## config.mk

```make
export PLATFORM = sky130hd
export DESIGN_NAME = reset_sequencer
export DESIGN_NICKNAME = d
export VERILOG_FILES = /design/src/rtl/reset_seq_pkg.sv /design/src/rtl/sync_ff.sv /design/src/rtl/reset_sequencer.sv
export SDC_FILE = /design/constraint.sdc
export NUM_CORES = 1
export LEC_CHECK = 0
export BUFFER_PORTS_ARGS = -buffer_cell sky130_fd_sc_hd__buf_4
export CORE_AREA = 2 2 108 68
export DETAILED_ROUTE_END_ITERATION = 12
export DIE_AREA = 0 0 110 70
export PLACE_DENSITY_LB_ADDON = 0.2
export SYNTH_ARGS = -nofsm -noshare
export SYNTH_HDL_FRONTEND = slang
export SYNTH_HIERARCHICAL = 1
export SYNTH_SLANG_ARGS = --single-unit
```

## constraint.sdc

```tcl
create_clock -name clk -period 5 [get_ports clk]
set_input_delay 0.75 -clock clk [delete_from_list [all_inputs] [get_ports clk]]
set_output_delay 0.75 -clock clk [all_outputs]
set_load 0.01 [all_outputs]
```

## src/rtl/reset_seq_pkg.sv

```systemverilog
// reset_seq_pkg: shared state encoding, status-counter width and small helpers.
// Latency: n/a (declarations only).
// Backpressure: n/a.
package reset_seq_pkg;

  typedef enum logic [2:0] {
    ASSERT,
    HOLD,
    RELEASE,
    RUN,
    PLL_RESET
  } state_t;

  // Width of the saturating status counters.
  localparam int SAT_W = 8;

  // Bits needed to hold 0..max_val.
  // Never returns 0, so one-value counters still get a real register.
  function automatic int width_for(input int max_val);
    return (max_val < 1) ? 1 : $clog2(max_val + 1);
  endfunction

  function automatic logic [SAT_W-1:0] sat_inc(input logic [SAT_W-1:0] v);
    return (v == {SAT_W{1'b1}}) ? v : v + SAT_W'(1);
  endfunction

endpackage

```

## src/rtl/sync_ff.sv

```systemverilog
// sync_ff: STAGES-deep flop chain bringing WIDTH asynchronous bits into the clk domain.
// Latency: STAGES cycles from d to q.
// Backpressure: none; samples every cycle.
// Ports: clk, rstn (sync active-low, clears the chain to 0), d (async in), q (synchronised out).
module sync_ff #(
  parameter int WIDTH  = 1,
  parameter int STAGES = 2
) (
  input  logic             clk,
  input  logic             rstn,
  input  logic [WIDTH-1:0] d,
  output logic [WIDTH-1:0] q
);

  logic [STAGES-1:0][WIDTH-1:0] stg;

  always_ff @(posedge clk) begin
    if (!rstn) begin
      stg <= '0;
    end else begin
      stg <= {stg[STAGES-2:0], d};
    end
  end

  assign q = stg[STAGES-1];

endmodule

```

## src/rtl/reset_sequencer.sv

```systemverilog
// reset_sequencer: synchronises button/lock flags, then releases domain resets in staged order.
// Latency: SYNC_STAGES cycles input to decision, plus one registered output cycle.
// Backpressure: none; free-running control block without handshakes.
// Ports: clk/rstn (sync active-low), ext_rstn (async button), locked (async lock flags),
//   soft_rst_req (1-cycle pulse), rst_out (active-high per domain), pll_rst, ready,
//   lock_loss_cnt/timeout_cnt (saturating status).
module reset_sequencer
  import reset_seq_pkg::*;
#(
  parameter int N_LOCKS        = 2,
  parameter int N_DOMAINS      = 3,
  parameter int HOLD_CYCLES    = 8,
  parameter int STAGE_GAP      = 4,
  parameter int LOCK_TIMEOUT   = 1000000,
  parameter int PLL_RST_CYCLES = 16,
  parameter int SYNC_STAGES    = 2
) (
  input  logic                 clk,
  input  logic                 rstn,
  input  logic                 ext_rstn,
  input  logic [N_LOCKS-1:0]   locked,
  input  logic                 soft_rst_req,
  output logic [N_DOMAINS-1:0] rst_out,
  output logic                 pll_rst,
  output logic                 ready,
  output logic [SAT_W-1:0]     lock_loss_cnt,
  output logic [SAT_W-1:0]     timeout_cnt
);

  localparam int WW = width_for(LOCK_TIMEOUT - 1);
  localparam int HW = width_for(HOLD_CYCLES - 1);
  localparam int GW = width_for(STAGE_GAP - 1);
  localparam int PW = width_for(PLL_RST_CYCLES - 1);

  localparam logic [WW-1:0] WAIT_LAST = WW'(LOCK_TIMEOUT - 1);
  localparam logic [HW-1:0] HOLD_LAST = HW'(HOLD_CYCLES - 1);
  localparam logic [GW-1:0] GAP_LAST  = GW'(STAGE_GAP - 1);
  localparam logic [PW-1:0] PLL_LAST  = PW'(PLL_RST_CYCLES - 1);

  // rst_out always has the shape 1..10..0: releasing the next domain is a
  // left shift with zero fill, and the all-zero result means every domain is out.
  localparam logic [N_DOMAINS-1:0] FIRST_REL = {N_DOMAINS{1'b1}} << 1;

  logic [N_LOCKS:0]     sync_q;
  logic                 ext_rstn_s;
  logic [N_LOCKS-1:0]   locked_s;
  logic                 all_locked;
  logic                 ok;
  logic [N_DOMAINS-1:0] rst_shift;

  state_t        state;
  logic [WW-1:0] wait_cnt;
  logic [HW-1:0] hold_cnt;
  logic [GW-1:0] gap_cnt;
  logic [PW-1:0] pll_cnt;

  sync_ff #(
    .WIDTH (N_LOCKS + 1),
    .STAGES(SYNC_STAGES)
  ) u_sync (
    .clk (clk),
    .rstn(rstn),
    .d   ({ext_rstn, locked}),
    .q   (sync_q)
  );

  assign ext_rstn_s = sync_q[N_LOCKS];
  assign locked_s   = sync_q[N_LOCKS-1:0];
  assign all_locked = &locked_s;
  assign ok         = all_locked & ext_rstn_s;
  assign rst_shift  = rst_out << 1;

  always_ff @(posedge clk) begin
    if (!rstn) begin
      state         <= ASSERT;
      rst_out       <= '1;
      pll_rst       <= 1'b0;
      ready         <= 1'b0;
      wait_cnt      <= '0;
      hold_cnt      <= '0;
      gap_cnt       <= '0;
      pll_cnt       <= '0;
      lock_loss_cnt <= '0;
      timeout_cnt   <= '0;
    end else begin
      case (state)
        ASSERT: begin
          rst_out <= '1;
          ready   <= 1'b0;
          pll_rst <= 1'b0;
          if (ok) begin
            state    <= HOLD;
            hold_cnt <= '0;
            wait_cnt <= '0;
          end else if (!ext_rstn_s) begin
            // Lock timeout only runs while the button is released.
            wait_cnt <= '0;
          end else if (wait_cnt == WAIT_LAST) begin
            state       <= PLL_RESET;
            pll_rst     <= 1'b1;
            pll_cnt     <= '0;
            wait_cnt    <= '0;
            timeout_cnt <= sat_inc(timeout_cnt);
          end else begin
            wait_cnt <= wait_cnt + WW'(1);
          end
        end

        HOLD: begin
          if (!ok) begin
            // Lock loss before any release is not counted.
            state <= ASSERT;
          end else if (hold_cnt == HOLD_LAST) begin
            rst_out <= FIRST_REL;
            gap_cnt <= '0;
            if (FIRST_REL == '0) begin
              state <= RUN;
              ready <= 1'b1;
            end else begin
              state <= RELEASE;
            end
          end else begin
            hold_cnt <= hold_cnt + HW'(1);
          end
        end

        RELEASE, RUN: begin
          if (!all_locked || !ext_rstn_s || soft_rst_req) begin
            // One abort regardless of how many causes coincide.
            state   <= ASSERT;
            rst_out <= '1;
            ready   <= 1'b0;
            if (!all_locked) begin
              lock_loss_cnt <= sat_inc(lock_loss_cnt);
            end
          end else if (state == RELEASE) begin
            if (gap_cnt == GAP_LAST) begin
              gap_cnt <= '0;
              rst_out <= rst_shift;
              if (rst_shift == '0) begin
                state <= RUN;
                ready <= 1'b1;
              end
            end else begin
              gap_cnt <= gap_cnt + GW'(1);
            end
          end
        end

        PLL_RESET: begin
          // Lock flags, button and soft requests are all ignored during the pulse.
          rst_out <= '1;
          if (pll_cnt == PLL_LAST) begin
            pll_rst <= 1'b0;
            state   <= ASSERT;
          end else begin
            pll_cnt <= pll_cnt + PW'(1);
          end
        end

        default: begin
          state   <= ASSERT;
          rst_out <= '1;
          ready   <= 1'b0;
          pll_rst <= 1'b0;
        end
      endcase
    end
  end

endmodule

```

==> load_flow_metrics.sql <==
INSERT INTO impl_metrics (metric_group, metric, value, unit) VALUES
('run_status', 'run_status', 'finished, final reports clean', ''),
('final_layout', 'syn2layout_area_growth', '13.8', '%'),
('sta', 'finalSetupViolations', '0', ''),
('setup_path', 'setup.worst_path.end_class', 'flip-flop', ''),
('setup_path', 'slowest_stage', 'sky130_fd_sc_hd__a21oi_1', ''),
('drt', 'routed_antenna_nets', '0', ''),
('setup_path', 'timing.reg2reg.setup_slack', '2.45', 'ns'),
('floorplan', 'design.die.area', '7700', 'um^2'),
('pwr', 'p_total', '894', 'uW'),
('cts', 'tritoncts_clock_tree', 'built', ''),
('cts', 'clkTransAtPathRegs', '0.07', 'ns'),
('sta', 'min_tclk_post_route', '2.55', 'ns'),
('floorplan', 'design.core.area', '6880', 'um^2'),
('drt', 'number_of_search_and_repair_iterations_in_the_first_detailed_routing_pass', '5', ''),
('grt', 'all_layer_gr_usage', '0.197', ''),
('synth', 'count_of_yosys_warnings_during_synthesis', '6', ''),
('synth', 'synth_flop_cell', 'sky130_fd_sc_hd__dfxtp_1', ''),
('setup_path', 'critical_path.startpoint', 'state[0]', ''),
('setup_path', 'rr_startpoint', 'state[0]', ''),
('drt', 'detail_route.wirelength', '6900', 'um'),
('floorplan', 'die_w', '110', 'um'),
('setup_path', 'criticalPathCategory', 'flip-flop to flip-flop', ''),
('synth', 'ys_seq_area_frac', '0.398', ''),
('sta', 'slew_viol_final', '0', ''),
('synth', 'postSynthNetCount', '371', ''),
('synth', 'syn_area', '2970', 'um^2'),
('cts', 'ctsLongestPathBuffers', '2', ''),
('placed_design', 'numPortBuffers', '26', ''),
('sta', 'max_slew.worst_pin.slew', '0.968', 'ns'),
('pwr', 'peak_supply_drop', '0.119', 'mV'),
('final_layout', 'layout_commonest_cell', 'sky130_fd_sc_hd__dfxtp_1', ''),
('synth', 'synthCells', '358', ''),
('sta', 'clock-skew-final', '0.0105', 'ns'),
('synth', 'synth-edff-count', '0', ''),
('synth', 'asyncSetResetFlopFracSynth', '0', ''),
('grt', 'antenna_found_initial', '0', ''),
('drt', 'drtIter0Drc', '236', ''),
('hold_path', 'holdCritPathClass', 'flip-flop to flip-flop', ''),
('sta', 'rsz0062_at_grt', 'no', ''),
('setup_path', 'rr_endpoint', 'wait_cnt[12]', ''),
('sta', 'fin_crit_sh', '0.510', ''),
('synth', 'syn_area_per_cell', '8.28', 'um^2'),
('cts', 'holdBufCountCts', '0', ''),
('cts', 'htreeDepth', '3', ''),
('cts', 'cts_buffers', '9', ''),
('setup_path', 'arrival', '2.83', 'ns'),
('cts', 'clock_insertion_delay_at_the_later_pin_of_the_skew_report', '0.35', 'ns'),
('drt', 'routed-via-count', '2680', ''),
('grt', 'first_global_vias', '2353', ''),
('floorplan', 'placement_rows', '24', ''),
('floorplan', 'die_height', '70', 'um'),
('flow_run', 'drv.max_cap_violation_count', '0', ''),
('final_layout', 'most_frequent_cells_in_the_layout', 'sky130_fd_sc_hd__dfxtp_1, sky130_fd_sc_hd__nand2_1, sky130_fd_sc_hd__buf_4, sky130_fd_sc_hd__a21oi_1', ''),
('setup_path', 'crit_required', '5.28', 'ns'),
('floorplan', 'pin_count', '27', ''),
('sta', 'timing_hold_violations_final', '0', ''),
('drt', 'routed_wire_length_per_instance', '14.6', 'um'),
('synth', 'netlist-cell-type-count', '49', ''),
('cts', 'clock-sinks', '59', ''),
('final_layout', 'drive_gt1_frac', '0.128', ''),
('setup_path', 'path_depth_of_the_worst_reg2reg_path', '5', ''),
('grt', 'global_route_wire_length_before_repair', '11700', 'um'),
('sta', 'maxClockFrequency', '392', 'MHz'),
('cts', 'cts.repair.resized', '0', ''),
('sta', 'slew-limit-headroom', '0.355', ''),
('placed_design', 'place_congestion', '0.839', ''),
('setup_path', 'worst_setup_path_end', 'wait_cnt[12]', ''),
('setup_path', 'path_max_fanout', '14', ''),
('pwr', 'p_leak', '1.23', 'nW'),
('sta', 'setup_total_negative_slack', '0', 'ns'),
('synth', 'ys_seq_elements', '59', '');
## worst min-delay path by stage
stage,startpoint,to,slack [ns],cells past startpoint
floorplan,u_sync/stg[0],u_sync/q[0],0.41,1
CTS,u_sync/stg[1],u_sync/q[1],0.43,1
global route,u_sync/stg[0],u_sync/q[0],0.45,1
finish,u_sync/stg[1],u_sync/q[1],0.43,1
detailed placement,u_sync/stg[1],u_sync/q[1],0.42,1
global placement,u_sync/stg[1],u_sync/q[1],0.42,1
## state kept, by name, summed over array words and instances (netlist names)
register	cells
wait_cnt	20
lock_loss_cnt	8
timeout_cnt	8
pll_cnt	4
hold_cnt	3
rst_out	3
state	3
u_sync/q	3
u_sync/stg	3
gap_cnt	2
pll_rst	1
ready	1
## per-layer routing
layer,track usage,wire length [um],vias up
li1,-,-,1345
met1,0.311,3660,1232
met2,0.242,2650,98
met3,0.0672,541,5
met4,0.0633,59,0
met5,0,0,-
## synthesized netlist by cell type (all sizes together), types with 2 or more instances
cell type,number,area share
a211oi,6,0.015
a21boi,3,0.0076
a21oi,25,0.042
a22o,2,0.0059
a31oi,5,0.011
and2,11,0.023
and3,10,0.021
and4,3,0.0089
buf,8,0.018
clkbuf,9,0.011
dfxtp,59,0.40
ha,7,0.030
inv,9,0.011
mux2i,9,0.030
nand2,31,0.039
nand2b,8,0.017
nand3,20,0.034
nand3b,2,0.0051
nand4,18,0.038
nor2,22,0.028
nor2b,2,0.0042
nor3,17,0.029
nor3b,4,0.010
nor4,3,0.011
o211ai,3,0.0076
o21a,3,0.0076
o21ai,25,0.045
o31ai,3,0.0076
or3,10,0.021
or4,2,0.0063
xnor2,7,0.021
xor2,2,0.0059
## layout make-up
| class | instances | area (um^2) |
|---|---|---|
| Clock buffer | 13 | 169 |
| Multi-Input combinational cell | 272 | 1660 |
| Clock inverter | 2 | 10.0 |
| Sequential cell | 59 | 1180 |
| Tap cell | 91 | 114 |
| Inverter | 10 | 37.5 |
| Timing Repair Buffer | 27 | 203 |
| Fill cell | 658 | 3500 |
## per-stage QoR
stage	worst slack [ns]	hold slack [ns]	cells	cell area, um^2	util
floorplan	2.96	0.412	358	2970	-
global placement	2.55	0.420	459	3200	0.465
detailed placement	2.46	0.418	459	3200	0.465
CTS	2.45	0.432	474	3370	0.491
global route	2.04	0.454	474	3370	0.491
finish	2.45	0.432	474	3370	0.491
## worst max-delay path, delay by kind of cell (launching register included)
| family | cells | cell delay, ns |
|---|---|---|
| AOI/OAI and AO/OA | 3 | 1.25 |
| DFF | 1 | 0.44 |
| and+or+nand+nor | 2 | 0.80 |
## power breakdown
part	switching, mW	internal (mW)	total [mW]
Clock	0.184	0.216	0.400
Combinational	0.0129	0.00754	0.0204
Sequential	0.00165	0.473	0.474
## kinds of logic (layout without fill, tap and decap cells)
group | count (synthesis) | count (layout) | synth area share
multiplexers | 10 | 10 | 0.0354
buffers and inverters | 27 | 52 | 0.0418
adder cells (fa/ha/maj) | 7 | 7 | 0.0295
AO/OA/AOI/OAI | 80 | 80 | 0.163
flip-flops | 59 | 59 | 0.398
AND/OR/NAND/NOR | 166 | 166 | 0.305
XOR/XNOR | 9 | 9 | 0.0266
Note: power is estimated with default switching activity, not from simulation.
